<file path="src/rtl/cfg_chain_loader.sv">
// Configuration chain loader: accepts bitstream words on a valid/ready stream and
// shifts them MSB-first onto the ccff chain until exactly CHAIN_LEN bits are sent.
module cfg_chain_loader #(
    parameter int WORD_W    = 32,
    parameter int CHAIN_LEN = 4096,
    parameter int TIMEOUT   = 1024
) (
    input  logic                               prog_clk,
    input  logic                               prog_reset,
    input  logic                               cfg_start,
    input  logic                               cfg_abort,
    input  logic [WORD_W-1:0]                  s_data,
    input  logic                               s_valid,
    output logic                               s_ready,
    output logic                               ccff_head,
    output logic                               cfg_shift_en,
    output logic                               fabric_cfg_mode,
    output logic                               cfg_busy,
    output logic                               cfg_done,
    output logic                               cfg_error,
    output logic [$clog2(CHAIN_LEN+1)-1:0]     bits_left
);

    localparam int BL_W = $clog2(CHAIN_LEN + 1);
    localparam int BC_W = $clog2(WORD_W);
    localparam int TO_W = $clog2(TIMEOUT + 1);

    localparam logic [BL_W-1:0] BL_INIT = BL_W'(CHAIN_LEN);
    localparam logic [BL_W-1:0] BL_ONE  = BL_W'(1);
    localparam logic [BC_W-1:0] BC_LAST = BC_W'(WORD_W - 1);
    localparam logic [BC_W-1:0] BC_ONE  = BC_W'(1);
    localparam logic [TO_W-1:0] TO_MAX  = TO_W'(TIMEOUT);
    localparam logic [TO_W-1:0] TO_ONE  = TO_W'(1);

    typedef enum logic [2:0] {
        ST_IDLE,
        ST_FETCH,
        ST_SHIFT,
        ST_DONE,
        ST_ERR
    } state_t;

    state_t            state_q, state_d;
    logic [WORD_W-1:0] sreg_q, sreg_d;
    logic [BC_W-1:0]   bit_cnt_q, bit_cnt_d;
    logic [BL_W-1:0]   bits_left_q, bits_left_d;
    logic [TO_W-1:0]   idle_cnt_q, idle_cnt_d;

    always_ff @(posedge prog_clk) begin
        if (prog_reset) begin
            state_q     <= ST_IDLE;
            sreg_q      <= '0;
            bit_cnt_q   <= '0;
            bits_left_q <= BL_INIT;
            idle_cnt_q  <= '0;
        end else begin
            state_q     <= state_d;
            sreg_q      <= sreg_d;
            bit_cnt_q   <= bit_cnt_d;
            bits_left_q <= bits_left_d;
            idle_cnt_q  <= idle_cnt_d;
        end
    end

    // Abort takes priority over start and handshake; datapath freezes on abort.
    always_comb begin
        state_d     = state_q;
        sreg_d      = sreg_q;
        bit_cnt_d   = bit_cnt_q;
        bits_left_d = bits_left_q;
        idle_cnt_d  = idle_cnt_q;
        if (cfg_abort && state_q != ST_IDLE) begin
            state_d = ST_ERR;
        end else begin
            unique case (state_q)
                ST_IDLE, ST_DONE, ST_ERR: begin
                    if (cfg_start) begin
                        state_d     = ST_FETCH;
                        sreg_d      = '0;
                        bit_cnt_d   = '0;
                        bits_left_d = BL_INIT;
                        idle_cnt_d  = '0;
                    end
                end
                ST_FETCH: begin
                    if (s_valid) begin
                        sreg_d     = s_data;
                        bit_cnt_d  = '0;
                        idle_cnt_d = '0;
                        state_d    = ST_SHIFT;
                    end else begin
                        idle_cnt_d = idle_cnt_q + TO_ONE;
                        if (idle_cnt_d == TO_MAX) state_d = ST_ERR;
                    end
                end
                ST_SHIFT: begin
                    sreg_d      = {sreg_q[WORD_W-2:0], 1'b0};
                    bit_cnt_d   = bit_cnt_q + BC_ONE;
                    bits_left_d = bits_left_q - BL_ONE;
                    // Chain completion wins over word exhaustion; leftover bits are padding.
                    if (bits_left_q == BL_ONE) state_d = ST_DONE;
                    else if (bit_cnt_q == BC_LAST) state_d = ST_FETCH;
                end
                default: state_d = ST_IDLE;
            endcase
        end
    end

    always_comb begin
        s_ready         = (state_q == ST_FETCH);
        cfg_shift_en    = (state_q == ST_SHIFT);
        ccff_head       = (state_q == ST_SHIFT) && sreg_q[WORD_W-1];
        fabric_cfg_mode = (state_q != ST_DONE);
        cfg_busy        = (state_q == ST_FETCH) || (state_q == ST_SHIFT);
        cfg_done        = (state_q == ST_DONE);
        cfg_error       = (state_q == ST_ERR);
        bits_left       = bits_left_q;
    end

endmodule

</file>
<file path="config.mk">
export PLATFORM = sky130hd
export DESIGN_NAME = cfg_chain_loader
export DESIGN_NICKNAME = d
export VERILOG_FILES = /design/src/rtl/cfg_chain_loader.sv
export SDC_FILE = /design/constraint.sdc
export NUM_CORES = 1
export LEC_CHECK = 0
export CAP_MARGIN = 20
export CORE_UTILIZATION = 45
export CTS_CLUSTER_DIAMETER = 30
export DETAILED_ROUTE_END_ITERATION = 8
export PLACE_DENSITY_LB_ADDON = 0.15
export SLEW_MARGIN = 20
export SYNTH_ARGS = -nofsm -noshare
export SYNTH_HDL_FRONTEND = slang
export SYNTH_SLANG_ARGS = --single-unit
</file>
<file path="constraint.sdc">
create_clock -name prog_clk -period 1.74 [get_ports prog_clk]
set_input_delay 0.261 -clock prog_clk [delete_from_list [all_inputs] [get_ports prog_clk]]
set_output_delay 0.261 -clock prog_clk [all_outputs]
set_load 0.01 [all_outputs]
</file>
# Yosys cells after proc, flatten, opt, wreduce, memory -nomap -nowiden
# Cells that the tools add are included.
[totals]
romBits = 0
register_bits = 64
ram_bits = 0
word_cells = 58
latch_bits = 0
output_inout_bits = 20
mem_count = 0
inputBits = 37
[classes]
div_mod_pow = 0
n_lt_le_gt_ge = 0
shift = 0
n_eq_ne = 15
n_mux = 18
add_sub_neg = 3
bitwise_logic = 1
n_reduce_logical = 15
mul = 0
[ops]
columns = ["op", "count"]
rows = [
  ["$pmux 32 s3", 1],
  ["$mux 32", 2],
  ["$pmux 13 s2", 1],
  ["$mux 11", 2],
  ["$pmux 11 s2", 1],
  ["$mux 3", 6],
  ["$pmux 5 s3", 1],
  ["$eq 13x1->1 const B", 1],
  ["$mux 13", 1],
  ["$sub 13x1->13 const B", 1],
  ["$reduce_and 3->1", 4],
  ["$add 11x1->11 const B", 1],
  ["$eq 11x11->1 const B", 1],
  ["$mux 5", 2],
  ["$pmux 3 s3", 1],
  ["$eq 3x2->1 const B", 2],
  ["$ne 3x2->1 const B", 2],
  ["$reduce_bool 3->1", 2],
  ["$add 5x1->5 const B", 1],
  ["$eq 5x5->1 const B", 1],
  ["$ne 2x2->1 const B", 2],
  ["$ne 4x1->1 const B", 1],
  ["$ne 4x2->1 const B", 1],
  ["$reduce_and 4->1", 1],
  ["11 further kinds", 13],
]

# Logic depth before layout (Yosys ltp)
[depth]
ltp_word = 6
ltp_mapped = 8
mapped_depth_nobuf = 6

# Worst setup path before layout
# Ideal clock, no wire load.
[synth_timing]
path_kind = "register to output"
start = "register state_q[2]"
end = "output port ccff_head"
t_arrival_ns = 1.595
path_buffers = 3
path_stages_with_launch = 6
required_ns = 1.479
slack_ns = -0.116
path_cell_list = "dfxtp_1 buf_2 buf_1 nor3b_2 clkbuf_1 and2_1"
[synth_via]
elab_chain_cells = 2
[synth_lines]
columns = ["item", "line_no", "rtl"]
rows = [
  ["start, declared", "43", "state_t state_q, state_d;"],
  ["start signal, assigned", "57", "state_q <= state_d;"],
  ["$eq 3x2->1", "--", ""],
  ["named net cfg_shift_en", "16", "output logic cfg_shift_en,"],
  ["$logic_and 1x1->1", "112", "ccff_head = (state_q == ST_SHIFT) && sreg_q[WORD_W-1];"],
  ["end, declared", "15", "output logic ccff_head,"],
]
# The timed path passes the listed nets, and every way through them passes these cells.

# Worst setup path after layout
[layout_timing]
start = "register state_q[0]"
end = "register idle_cnt_q[5]"
[layout_via]
elab_chain_cells = 4
elab_cells_between_ends = 12
cone_classes = "eq/ne: 4; mux: 1; bitwise: 1; reduce/logical: 6"
[layout_lines]
columns = ["item", "line_no", "rtl"]
rows = [
  ["$eq 3x2->1, or another cell as far along", "75", "unique case (state_q)"],
  ["$reduce_or 3->1 or $logic_and 1x1->1 (tied branches)", "75, 72", ""],
  ["$ne 2x2->1 (no line), or another cell as far along", "--", ""],
  ["$reduce_and 3->1 (no line)", "--", ""],
  ["end signal, assigned", "61", "idle_cnt_q <= idle_cnt_d;"],
  ["end, declared", "47", "logic [TO_W-1:0] idle_cnt_q, idle_cnt_d;"],
]
# Several ways; a longest one is shown, not always the timed one.
# A chain may end at the register's enable or synchronous reset.

==> out/results.ini <==
[floorplanning]
io_pins = 57
fp.dieH_um = 86.7
die_w_um = 86.7
fp-row-count = 30
dieArea_um2 = 7510
design.core.area_um2 = 6870
initial_core_util_pct = 47.0

[critical_path]
cp-end-kind = register
path_class = reg2reg
timing.rr.start = state_q[0]
startpoint = state_q[0]
r2r_end = idle_cnt_q[5]
r2r.worst_path.cells = 6
ff2ff_setup_slack_ns = -0.09
critPathMaxStageDelay_ns = 0.43
required_ns = 2.02
crit_end = idle_cnt_q[5]
path_max_fanout = 5
crit_slowest_cell = or4_4
startpoint_type = register
cp_cell_sequence = or3b_4 > buf_6 > a21oi_4 > o21ai_4 > or4_4 > a21oi_2
cp.arrival_ns = 2.12

[clocking]
cts_root_buffer = clkbuf_8
cts.path.max_buffers = 2
clkTransAtPathRegs_ns = 0.07
clock_sinks = 64
clk_latency_ns = 0.35
numCtsBuffers = 9
h-tree-depth = 3
tritoncts = yes

[sta]
slew_headroom_pct = 72.9
fmax_mhz = 546
post-route-period-util_pct = 105
hold_viol = 0
setup_violations = 32
fin_ws_ns = -0.0923
rsz0062_at_grt = yes
finalHoldWorstSlack_ns = 0.497
fin_skew_ns = 0.0134
period_minus_slack_ns = 1.83
finalMaxSlewViolations = 0
tightestPinTransition_ns = 0.405

[pwr]
powerDensity_nw_per_um2 = 1080
p_sw_uw = 2080
p_seq_share_pct = 32.3
power.internal_uw = 3740
power_leakage_uw = 0.00207
netSwitchingFraction_pct = 35.8
peakVddDrop_mv = 0.620
combPwrFrac_pct = 45.0
clkPwrFrac_pct = 22.7

[synth]
yosysTopAreaCell = dfxtp_1
yosys_warnings = 0
synth-seq-cells = 64
seq_area_frac_synth_pct = 39.7
synth_edf_count = 0
synth.avg_cell_area_um2 = 8.45
synthCells = 382
synth_top_cell_area_share_pct = 39.7
synth_common_cells = 64 x dfxtp_1, 60 x nor2_1, 34 x nor3_1
synth-main-ff-cell = dfxtp_1
synth-async-reset-ratio_pct = 0
synth_nets = 424
yosysMostFrequentCell = dfxtp_1
synth_area_um2 = 3230
synth_cell_type_count = 50
synthTopCellsByArea = dfxtp_1 40%, a221oi_1 8.4%, nor2_1 7.0%

[placement]
dp_hpwl_um = 5410
gp_congestion = 0.830
numPortBuffers = 56
placed_cells = 551

[outcome]
violations = negative setup slack
status = finished, violations left

[grt]
grt_overflow = 0
antenna_found_initial = 0
grt_max_degree = 47
use_met3_pct = 5.71
top_usage_layer = met2
grt.total_usage_pct = 25.9
grt_pass1_wl_um = 15200
grt_pass1_vias = 3150
use_met2_pct = 41.1
met1_usage_pct = 34.0

[final_layout]
n_fill_cell = 430
fin_cells = 597
register_area_um2 = 1290
final_nets = 540
drive_gt1_share_pct = 41.9
antenna_cells = 0
multi_input_comb_area_um2 = 2410
syn_to_final_growth_pct = 67.1

[routing]
drc = 0
wl_um = 11100
num_vias = 3504
dr.pass1.iters = 5
drtIter0Drc = 241
ant_nets = 0
wire_per_inst_um = 18.6
viasPerCell = 5.87

[job]
maxCapViolCount = 0

[worst_hold_path]
hold_class = reg2reg

## metal layers
metal  vias up  part of all wire [%]
li1       1642                     -
met1      1687                    41
met2       143                    51
met3        32                   5.4
met4         0                   2.9
met5         -                     0
## cells in the final DEF (no fill, tap or decap), types with 13 or more instances in the layout
| cell type | synthesis | layout |
|---|---|---|
| dfxtp_1 | 64 | 60 |
| nor2_1 | 60 | 40 |
| a221oi_2 | 0 | 25 |
| nand2_1 | 15 | 15 |
| buf_4 | 0 | 48 |
| a21oi_1 | 20 | 13 |
| buf_6 | 3 | 19 |
| clkdlybuf4s50_1 | 0 | 48 |
| nor3_1 | 34 | 16 |
| nor3_2 | 0 | 18 |
## final cells by class
| class | count | area share, % |
|---|---|---|
| well taps | 96 | 2.23 |
| clock buffers | 11 | 2.81 |
| flip-flops and latches | 64 | 24.0 |
| repair buffers | 133 | 25.0 |
| inverters | 7 | 0.487 |
| clock inverters | 3 | 0.789 |
| multi-input cells | 283 | 44.7 |
## sequential cells by signal, indices dropped and copies added, names as in the netlist
register	cells
idle_cnt_q	11
state_q	3
sreg_q	32
bits_left	13
bit_cnt_q	5
## power groups by stage
| stage | Sequential (uW) | Combinational [uW] | Clock, uW |
|---|---|---|---|
| 5_1_grt | 1900 | 2790 | 1400 |
| 4_1_cts | 1810 | 2050 | 1300 |
| 6_report | 1880 | 2620 | 1320 |
| 3_3_place_gp | 1830 | 1760 | 0 |
| 2_1_floorplan | 1840 | 1120 | 0 |
| 3_5_place_dp | 1840 | 1790 | 0 |
## through the flow
stage	util [%]	worst slack, ns	total power (uW)	setup TNS, ns	area (um^2)
after floorplan	-	-0.0372	2960	-0.977	3260
after global placement	61.0	-0.437	3590	-22.43	4190
after detailed placement	61.0	-0.493	3630	-24.23	4190
after CTS	68.7	-0.0418	5170	-0.113	4720
after global routing	78.5	-0.160	6080	-2.85	5390
final	78.5	-0.0923	5820	-1.00	5390
## worst max-delay path: cells and delay by family, from the launching register on
family | cells | cell delay [ns]
simple gates | 2 | 0.84
compound gates | 3 | 0.45
flops | 1 | 0.36
buf+inv | 1 | 0.13
## worst min-delay path by stage
stage | from | endpoint | cells after the start
floorplan | s_data[0] | sreg_q[0] | 2
global placement | bit_cnt_q[4] | bit_cnt_q[4] | 2
detailed placement | bit_cnt_q[4] | bit_cnt_q[4] | 2
CTS | bit_cnt_q[4] | bit_cnt_q[4] | 2
global route | bit_cnt_q[4] | bit_cnt_q[4] | 2
finish | bit_cnt_q[1] | bit_cnt_q[1] | 2
## logic make-up after synthesis
| kind of cell | after synthesis | synth area share, % |
|---|---|---|
| AND/OR/NAND/NOR | 171 | 27.0 |
| XOR/XNOR | 13 | 3.53 |
| adder cells (fa/ha/maj) | 5 | 1.94 |
| buffers and inverters | 36 | 5.23 |
| AO/OA/AOI/OAI | 91 | 22.0 |
| multiplexers | 2 | 0.620 |
| flip-flops | 64 | 39.7 |
## repair_timing
| item | CTS | global route |
|---|---|---|
| hold buffers | 0 | 0 |
| resized for setup | 56 | 112 |
| endpoints found under the setup margin | 62 | 56 |
| cloned | 4 | 7 |
| pin swaps | 13 | 54 |
| buffers inserted | 15 | 7 |
Note: power is estimated with default switching activity, not from simulation.
